<file path="src/rtl/shift_seq_pkg.sv">
// shift_seq_pkg: shared defaults, mode/direction encodings and FSM states for shift_sweep_seq
package shift_seq_pkg;
  localparam int N_DEF = 32;
  localparam int M_DEF = 5;
  localparam logic [1:0] MODE_L = 2'b00;
  localparam logic [1:0] MODE_R = 2'b01;
  localparam logic [1:0] MODE_LR = 2'b10;
  localparam logic [1:0] MODE_RL = 2'b11;
  localparam logic LR_LEFT = 1'b0;
  localparam logic LR_RIGHT = 1'b1;
  typedef enum logic [1:0] {IDLE, SWEEP, DONE} state_t;
endpackage

</file>
<file path="src/rtl/shift_sweep_seq_if.sv">
// shift_sweep_seq_if: request/beat bus between a controller (master) and shift_sweep_seq (slave)
// master drives start/mode/step/data_in/ready; slave drives valid/a/amt/lr/busy/done/beat_cnt
interface shift_sweep_seq_if import shift_seq_pkg::*; #(
  parameter int N = N_DEF,
  parameter int M = M_DEF
);
  logic start;
  logic [1:0] mode;
  logic [M-1:0] step;
  logic [N-1:0] data_in;
  logic ready;
  logic valid;
  logic [N-1:0] a;
  logic [M-1:0] amt;
  logic lr;
  logic busy;
  logic done;
  logic [M+1:0] beat_cnt;
  modport master (output start, mode, step, data_in, ready,
                  input valid, a, amt, lr, busy, done, beat_cnt);
  modport slave (input start, mode, step, data_in, ready,
                 output valid, a, amt, lr, busy, done, beat_cnt);
endinterface

</file>
<file path="src/rtl/shift_amt_counter.sv">
// shift_amt_counter: shift amount register advancing by a latched step, clearing on overflow
// ports: clk, reset, load (latch step, clear amt), adv (accepted beat), step_in, amt, ovf (amt+step >= N)
module shift_amt_counter #(
  parameter int N = 32,
  parameter int M = 5
) (
  input  logic         clk,
  input  logic         reset,
  input  logic         load,
  input  logic         adv,
  input  logic [M-1:0] step_in,
  output logic [M-1:0] amt,
  output logic         ovf
);
  logic [M-1:0] step;
  logic [M:0] nxt;
  // one extra bit so amt+step can reach N without wrapping
  assign nxt = {1'b0, amt} + {1'b0, step};
  assign ovf = nxt >= (M+1)'(N);
  always_ff @(posedge clk) begin
    if (reset) begin
      amt <= '0;
      step <= M'(1);
    end else if (load) begin
      step <= (step_in == '0) ? M'(1) : step_in;
      amt <= '0;
    end else if (adv) begin
      amt <= ovf ? '0 : nxt[M-1:0];
    end
  end
endmodule

</file>
<file path="src/rtl/shift_sweep_seq.sv">
// shift_sweep_seq: sweeps a latched operand through shift amounts 0..N-1 in one or two directions
// ports: clk, reset (sync, active-high), bus (slave side of shift_sweep_seq_if)
module shift_sweep_seq import shift_seq_pkg::*; #(
  parameter int N = N_DEF,
  parameter int M = M_DEF
) (
  input logic clk,
  input logic reset,
  shift_sweep_seq_if.slave bus
);
  state_t state, state_nx;
  logic load, hs, ovf, multi, ph2, last;
  assign load = (state == IDLE) && bus.start;
  assign hs = bus.valid && bus.ready;
  // the sweep ends on overflow unless a two-phase mode is still in its first phase
  assign last = ovf && !(multi && !ph2);
  always_ff @(posedge clk) state <= reset ? IDLE : state_nx;
  always_comb begin
    bus.valid = state == SWEEP;
    bus.busy = state == SWEEP;
    bus.done = state == DONE;
    state_nx = (state == IDLE) ? (bus.start ? SWEEP : IDLE) :
               (state == SWEEP) ? ((hs && last) ? DONE : SWEEP) : IDLE;
  end
  always_ff @(posedge clk) begin
    if (reset) begin
      bus.a <= '0;
      bus.lr <= LR_LEFT;
      bus.beat_cnt <= '0;
      multi <= 1'b0;
      ph2 <= 1'b0;
    end else if (load) begin
      bus.a <= bus.data_in;
      bus.lr <= (bus.mode == MODE_R || bus.mode == MODE_RL) ? LR_RIGHT : LR_LEFT;
      bus.beat_cnt <= '0;
      multi <= bus.mode == MODE_LR || bus.mode == MODE_RL;
      ph2 <= 1'b0;
    end else if (hs) begin
      bus.beat_cnt <= bus.beat_cnt + 1'b1;
      if (ovf && multi && !ph2) begin
        bus.lr <= ~bus.lr;
        ph2 <= 1'b1;
      end
    end
  end
  shift_amt_counter #(.N(N), .M(M)) u_cnt (
    .clk(clk),
    .reset(reset),
    .load(load),
    .adv(hs),
    .step_in(bus.step),
    .amt(bus.amt),
    .ovf(ovf)
  );
endmodule

</file>
<file path="src/flat_wrapper.sv">
// flat-port wrapper written by rule: the top's interface ports become plain ports
module shift_sweep_seq_flat import shift_seq_pkg::*;
#(
  parameter int N = N_DEF,
  parameter int M = M_DEF
)
  (clk, reset, bus_start, bus_mode, bus_step, bus_data_in, bus_ready, bus_valid, bus_a, bus_amt, bus_lr, bus_busy, bus_done, bus_beat_cnt);
  shift_sweep_seq_if #(.N(N), .M(M)) bus_i ();
  input logic clk;
  input logic reset;
  input wire logic [$bits(bus_i.start)-1:0] bus_start;
  input wire logic [$bits(bus_i.mode)-1:0] bus_mode;
  input wire logic [$bits(bus_i.step)-1:0] bus_step;
  input wire logic [$bits(bus_i.data_in)-1:0] bus_data_in;
  input wire logic [$bits(bus_i.ready)-1:0] bus_ready;
  output wire logic [$bits(bus_i.valid)-1:0] bus_valid;
  output wire logic [$bits(bus_i.a)-1:0] bus_a;
  output wire logic [$bits(bus_i.amt)-1:0] bus_amt;
  output wire logic [$bits(bus_i.lr)-1:0] bus_lr;
  output wire logic [$bits(bus_i.busy)-1:0] bus_busy;
  output wire logic [$bits(bus_i.done)-1:0] bus_done;
  output wire logic [$bits(bus_i.beat_cnt)-1:0] bus_beat_cnt;
  assign bus_i.start = bus_start;
  assign bus_i.mode = bus_mode;
  assign bus_i.step = bus_step;
  assign bus_i.data_in = bus_data_in;
  assign bus_i.ready = bus_ready;
  assign bus_valid = bus_i.valid;
  assign bus_a = bus_i.a;
  assign bus_amt = bus_i.amt;
  assign bus_lr = bus_i.lr;
  assign bus_busy = bus_i.busy;
  assign bus_done = bus_i.done;
  assign bus_beat_cnt = bus_i.beat_cnt;
  shift_sweep_seq #(.N(N), .M(M)) u_core (.clk(clk), .reset(reset), .bus(bus_i));
endmodule
</file>
<file path="config.mk">
export PLATFORM = sky130hd
export DESIGN_NAME = shift_sweep_seq_flat
export DESIGN_NICKNAME = d
export VERILOG_FILES = /design/src/rtl/shift_seq_pkg.sv /design/src/rtl/shift_sweep_seq_if.sv /design/src/rtl/shift_amt_counter.sv /design/src/rtl/shift_sweep_seq.sv /design/src/flat_wrapper.sv
export SDC_FILE = /design/constraint.sdc
export NUM_CORES = 1
export LEC_CHECK = 0
export ABC_AREA = 1
export CAP_MARGIN = 20
export CORE_MARGIN = 3
export CORE_UTILIZATION = 35
export DETAILED_ROUTE_END_ITERATION = 7
export GPL_TIMING_DRIVEN = 0
export PLACE_DENSITY = 0.63
export SETUP_SLACK_MARGIN = 0.1
export SLEW_MARGIN = 15
export SYNTH_ARGS = -nofsm -noshare
export SYNTH_HDL_FRONTEND = slang
export SYNTH_SLANG_ARGS = --single-unit
</file>
<file path="constraint.sdc">
create_clock -name clk -period 3.7 [get_ports clk]
set_input_delay 0.37 -clock clk [delete_from_list [all_inputs] [get_ports clk]]
set_output_delay 0.37 -clock clk [all_outputs]
set_load 0.01 [all_outputs]
</file>
==> results of run 1 <==
==> sequential cells by signal, summed over array words and instances, names as in the netlist <==
register,count
u_core.multi,1
u_core.state,2
u_core.ph2,1
u_core.bus.lr,1
u_core.bus.beat_cnt,7
u_core.u_cnt.step,5
u_core.bus.a,32
u_core.u_cnt.amt,5
==> placed cells by master (no fill, tap or decap), types with 2 or more instances in the layout <==
cell type and count:
clkdlybuf4s50_1 90, nor2_1 78, dfxtp_1 54, o21ai_0 37, nand2_1 35, inv_1 19
a21oi_1 17, nand3_1 8, buf_2 6, ha_1 6, clkbuf_8 6, clkbuf_1 4
buf_6 3, xor2_1 3, o21ai_1 3, nand4_1 2, nor2_4 2, nor3_1 2
nand3b_1 2
==> worst paths after layout <==
| path | slack [ns] | cells past startpoint | endpoint |
|---|---|---|---|
| max | 1.79 | 5 | bus_valid |
| min | 0.46 | 2 | u_core.ph2 |
| max reg2reg | 2.14 | 7 | u_core.u_cnt.amt[4] |
| min reg2reg | 0.46 | 2 | u_core.ph2 |
==> power breakdown <==
group | total [mW] | switching, mW | internal, mW
logic | 0.245 | 0.110 | 0.136
clock network | 0.327 | 0.182 | 0.145
registers | 0.640 | 0.0209 | 0.619
total | 1.21 | 0.313 | 0.900
==> stage by stage <==
stage / instances / area, um2
3_5_place_dp: 455 / 3210
6_report: 461 / 3300
2_1_floorplan: 290 / 2220
5_1_grt: 461 / 3300
4_1_cts: 461 / 3300
3_3_place_gp: 455 / 3210
==> Yosys cell counts <==
| cell | count | area [um2] |
|---|---|---|
| nor2_1 | 78 | 293 |
| dfxtp_1 | 54 | 1080 |
| o21ai_0 | 37 | 185 |
| nand2_1 | 35 | 131 |
| inv_1 | 19 | 71.3 |
| a21oi_1 | 17 | 85.1 |
| nand3_1 | 8 | 40.0 |
| buf_2 | 6 | 30.0 |
| ha_1 | 6 | 75.1 |
| clkbuf_1 | 4 | 15.0 |
| buf_6 | 3 | 33.8 |
| o21ai_1 | 3 | 15.0 |
| xor2_1 | 3 | 26.3 |
| nand3b_1 | 2 | 15.0 |
| nand4_1 | 2 | 12.5 |
| nor2_4 | 2 | 22.5 |
| nor3_1 | 2 | 10.0 |
| a211oi_1 | 1 | 7.51 |
| buf_4 | 1 | 7.51 |
| fa_1 | 1 | 20.0 |
| inv_2 | 1 | 3.75 |
| nand2_2 | 1 | 6.26 |
| nand3_2 | 1 | 10.0 |
| nor3b_1 | 1 | 7.51 |
| o21a_1 | 1 | 7.51 |
| or2_1 | 1 | 6.26 |
==> worst max-delay path, cell delays in order (launching register included) <==
cell,delay [ns]
dfxtp_1,0.32
inv_1,0.09
nand2_1,0.06
inv_1,0.13
buf_4,0.13
clkdlybuf4s50_1,0.52
==> area by class of cell <==
type | instances | area [um2]
fillers | 597 | 2730
flip-flops and latches | 54 | 1080
multi-input cells | 202 | 976
repair buffers | 90 | 901
well taps | 75 | 93.8
plain buffers | 14 | 86.3
clock buffers | 6 | 82.6
inverters | 20 | 75.1
==> per-layer routing <==
metal,up-vias,track usage [%]
li1,1121,-
met5,-,0
met4,0,3.88
met2,57,25.8
met3,6,7.40
met1,904,18.6
==> logic make-up after synthesis <==
group,Yosys count,share of synthesized area [%]
DFF,54,48.7
xor gates and xnor gates,3,1.18
adders and majority gates,7,4.29
AOI/OAI and AO/OA,59,13.5
buffers and inverters,34,7.28
and+or+nand+nor,133,25.0
==> summary.md, run 1 <==
| Metric | Value |
|---|---|
| I/O Buffers | `90` |
| Worst setup SP type | `flop` |
| Critical path arrival | `1.54 ns` |
| Status | `complete, no violations` |
| Max FO, Critical Path | `3` |
| Slew @ Worst Pin | `0.413 ns` |
| M1 wire length | `2360 um` |
| Core Area | `0.00603 mm2` |
| LEAKAGE | `1.33 nW` |
| CP endpoint kind | `output port` |
| Final hold violation count | `0` |
| Min-delay worst type | `reg -> reg` |
| Worst IR Drop VDD | `0.205 mV` |
| Reg-to-reg startpoint | `u_core.u_cnt.amt[0]` |
| First-pass GRT wire length | `9230 um` |
| Mapped Nets | `340` |
| Routed length per placed instance | `11.8 um` |
| Worst hold slack | `0.464 ns` |
| P per Cell Area | `368 mW/mm2` |
| Max Slew Vio Count | `0` |
| DR top layer | `met4` |
| Hpwl dp | `4200 um` |
| Crit path time final | `1.91 ns` |
| Met3 wire length | `553 um` |
| Number of endpoints failing setup at the final stage | `0` |
| Top-Level Pins | `91` |
| Cell count after synthesis | `290` |
| Max Clk Rate | `523 MHz` |
| DRC | `0` |
| Aggregate routed wire length | `5430 um` |
| Met2 WL post-DR | `2460 um` |
| Via density | `4.53` |
| Layout area overhead | `48.6%` |
| Drt pass-1 iters | `4` |
| CTS sink cnt | `54` |
| Mapped cell area | `0.00222 mm2` |
| Diodes inserted | `0` |
| Net count, final | `437` |
| Total track usage | `15.7%` |
| First-iteration detailed-routing DRC count | `84` |
| Starting Density | `36.8%` |
| Critical path required time | `3.33 ns` |
| Hold Startpoint | `u_core.ph2` |
| Crit path from | `u_core.state[1]` |
| Tot Pwr | `1.21 mW` |
| Antenna violations before repair | `0` |
| Die area | `0.00733 mm2` |
| Post CTS Setup Buffer Count | `0` |
| Layout Utilization | `54.7%` |
| CTS max path bufs | `2` |
| Total congestion overflow | `0` |
| H-Tree Depth | `2` |
| Clock latency on the worst-skew pair | `0.30 ns` |
| Final period util | `51.6%` |
| Yosys cell types | `26` |
| Hold Buf Count CTS | `0` |
| Synth warn | `0` |
| Clock Skew | `0.00454 ns` |
| Row Count | `28` |
| Sequential fraction of the synthesis area | `48.7%` |
| MaxCap Viol Count | `0` |
| Final worst setup slack | `1.79 ns` |
| Fraction of layout cells with a size suffix above 1 | `5.44%` |
| Post-Place Setup Slack | `1.77 ns` |
| Worst slew margin | `72.5%` |
| Antenna-violating nets left | `0` |
| RSZ-0062 raised after global routing | `false` |
| Total negative slack | `0 ns` |
| Pin count of the biggest net entering global routing | `15` |
| Yosys reg bits | `54` |
| DR vias | `2088` |
| CTS tree | `done` |
| Post-cts resize count | `0` |
| Number of global-route vias before repair | `2025` |
| Clock transition at path regs | `0.09 ns` |
| Root buffer cell | `clkbuf_8` |
| DIE HEIGHT | `85.6 um` |
| Syn Area/Cell | `7.65 um2` |
| CP Class | `reg -> out` |
| Number of buffers created by CTS | `5` |
| Die width | `85.6 um` |
| Routability Congestion | `0.763` |
Power figures use the tool's default switching activity.
==> run 2, diff against run 1 <==
==> constraint.sdc (replaced) <==
create_clock -name clk -period 2 [get_ports clk]
set_input_delay 0.2 -clock clk [delete_from_list [all_inputs] [get_ports clk]]
set_output_delay 0.2 -clock clk [all_outputs]
set_load 0.01 [all_outputs]
==> results of run 2 <==
Same layout as run 1 (identical final DEF). Status: complete, no violations.
Among the figures that moved: setup slack after placement 1.77 ns -> 0.238 ns; setup slack after layout 1.79 ns -> 0.259 ns; hold slack 0.464 ns -> 0.461 ns; register-to-register setup slack 2.14 ns -> 0.44 ns; end point of the worst hold path u_core.ph2 -> u_core.u_cnt.step[1]; total power 1.21 mW -> 2.24 mW; worst IR drop on VDD 0.205 mV -> 0.380 mV
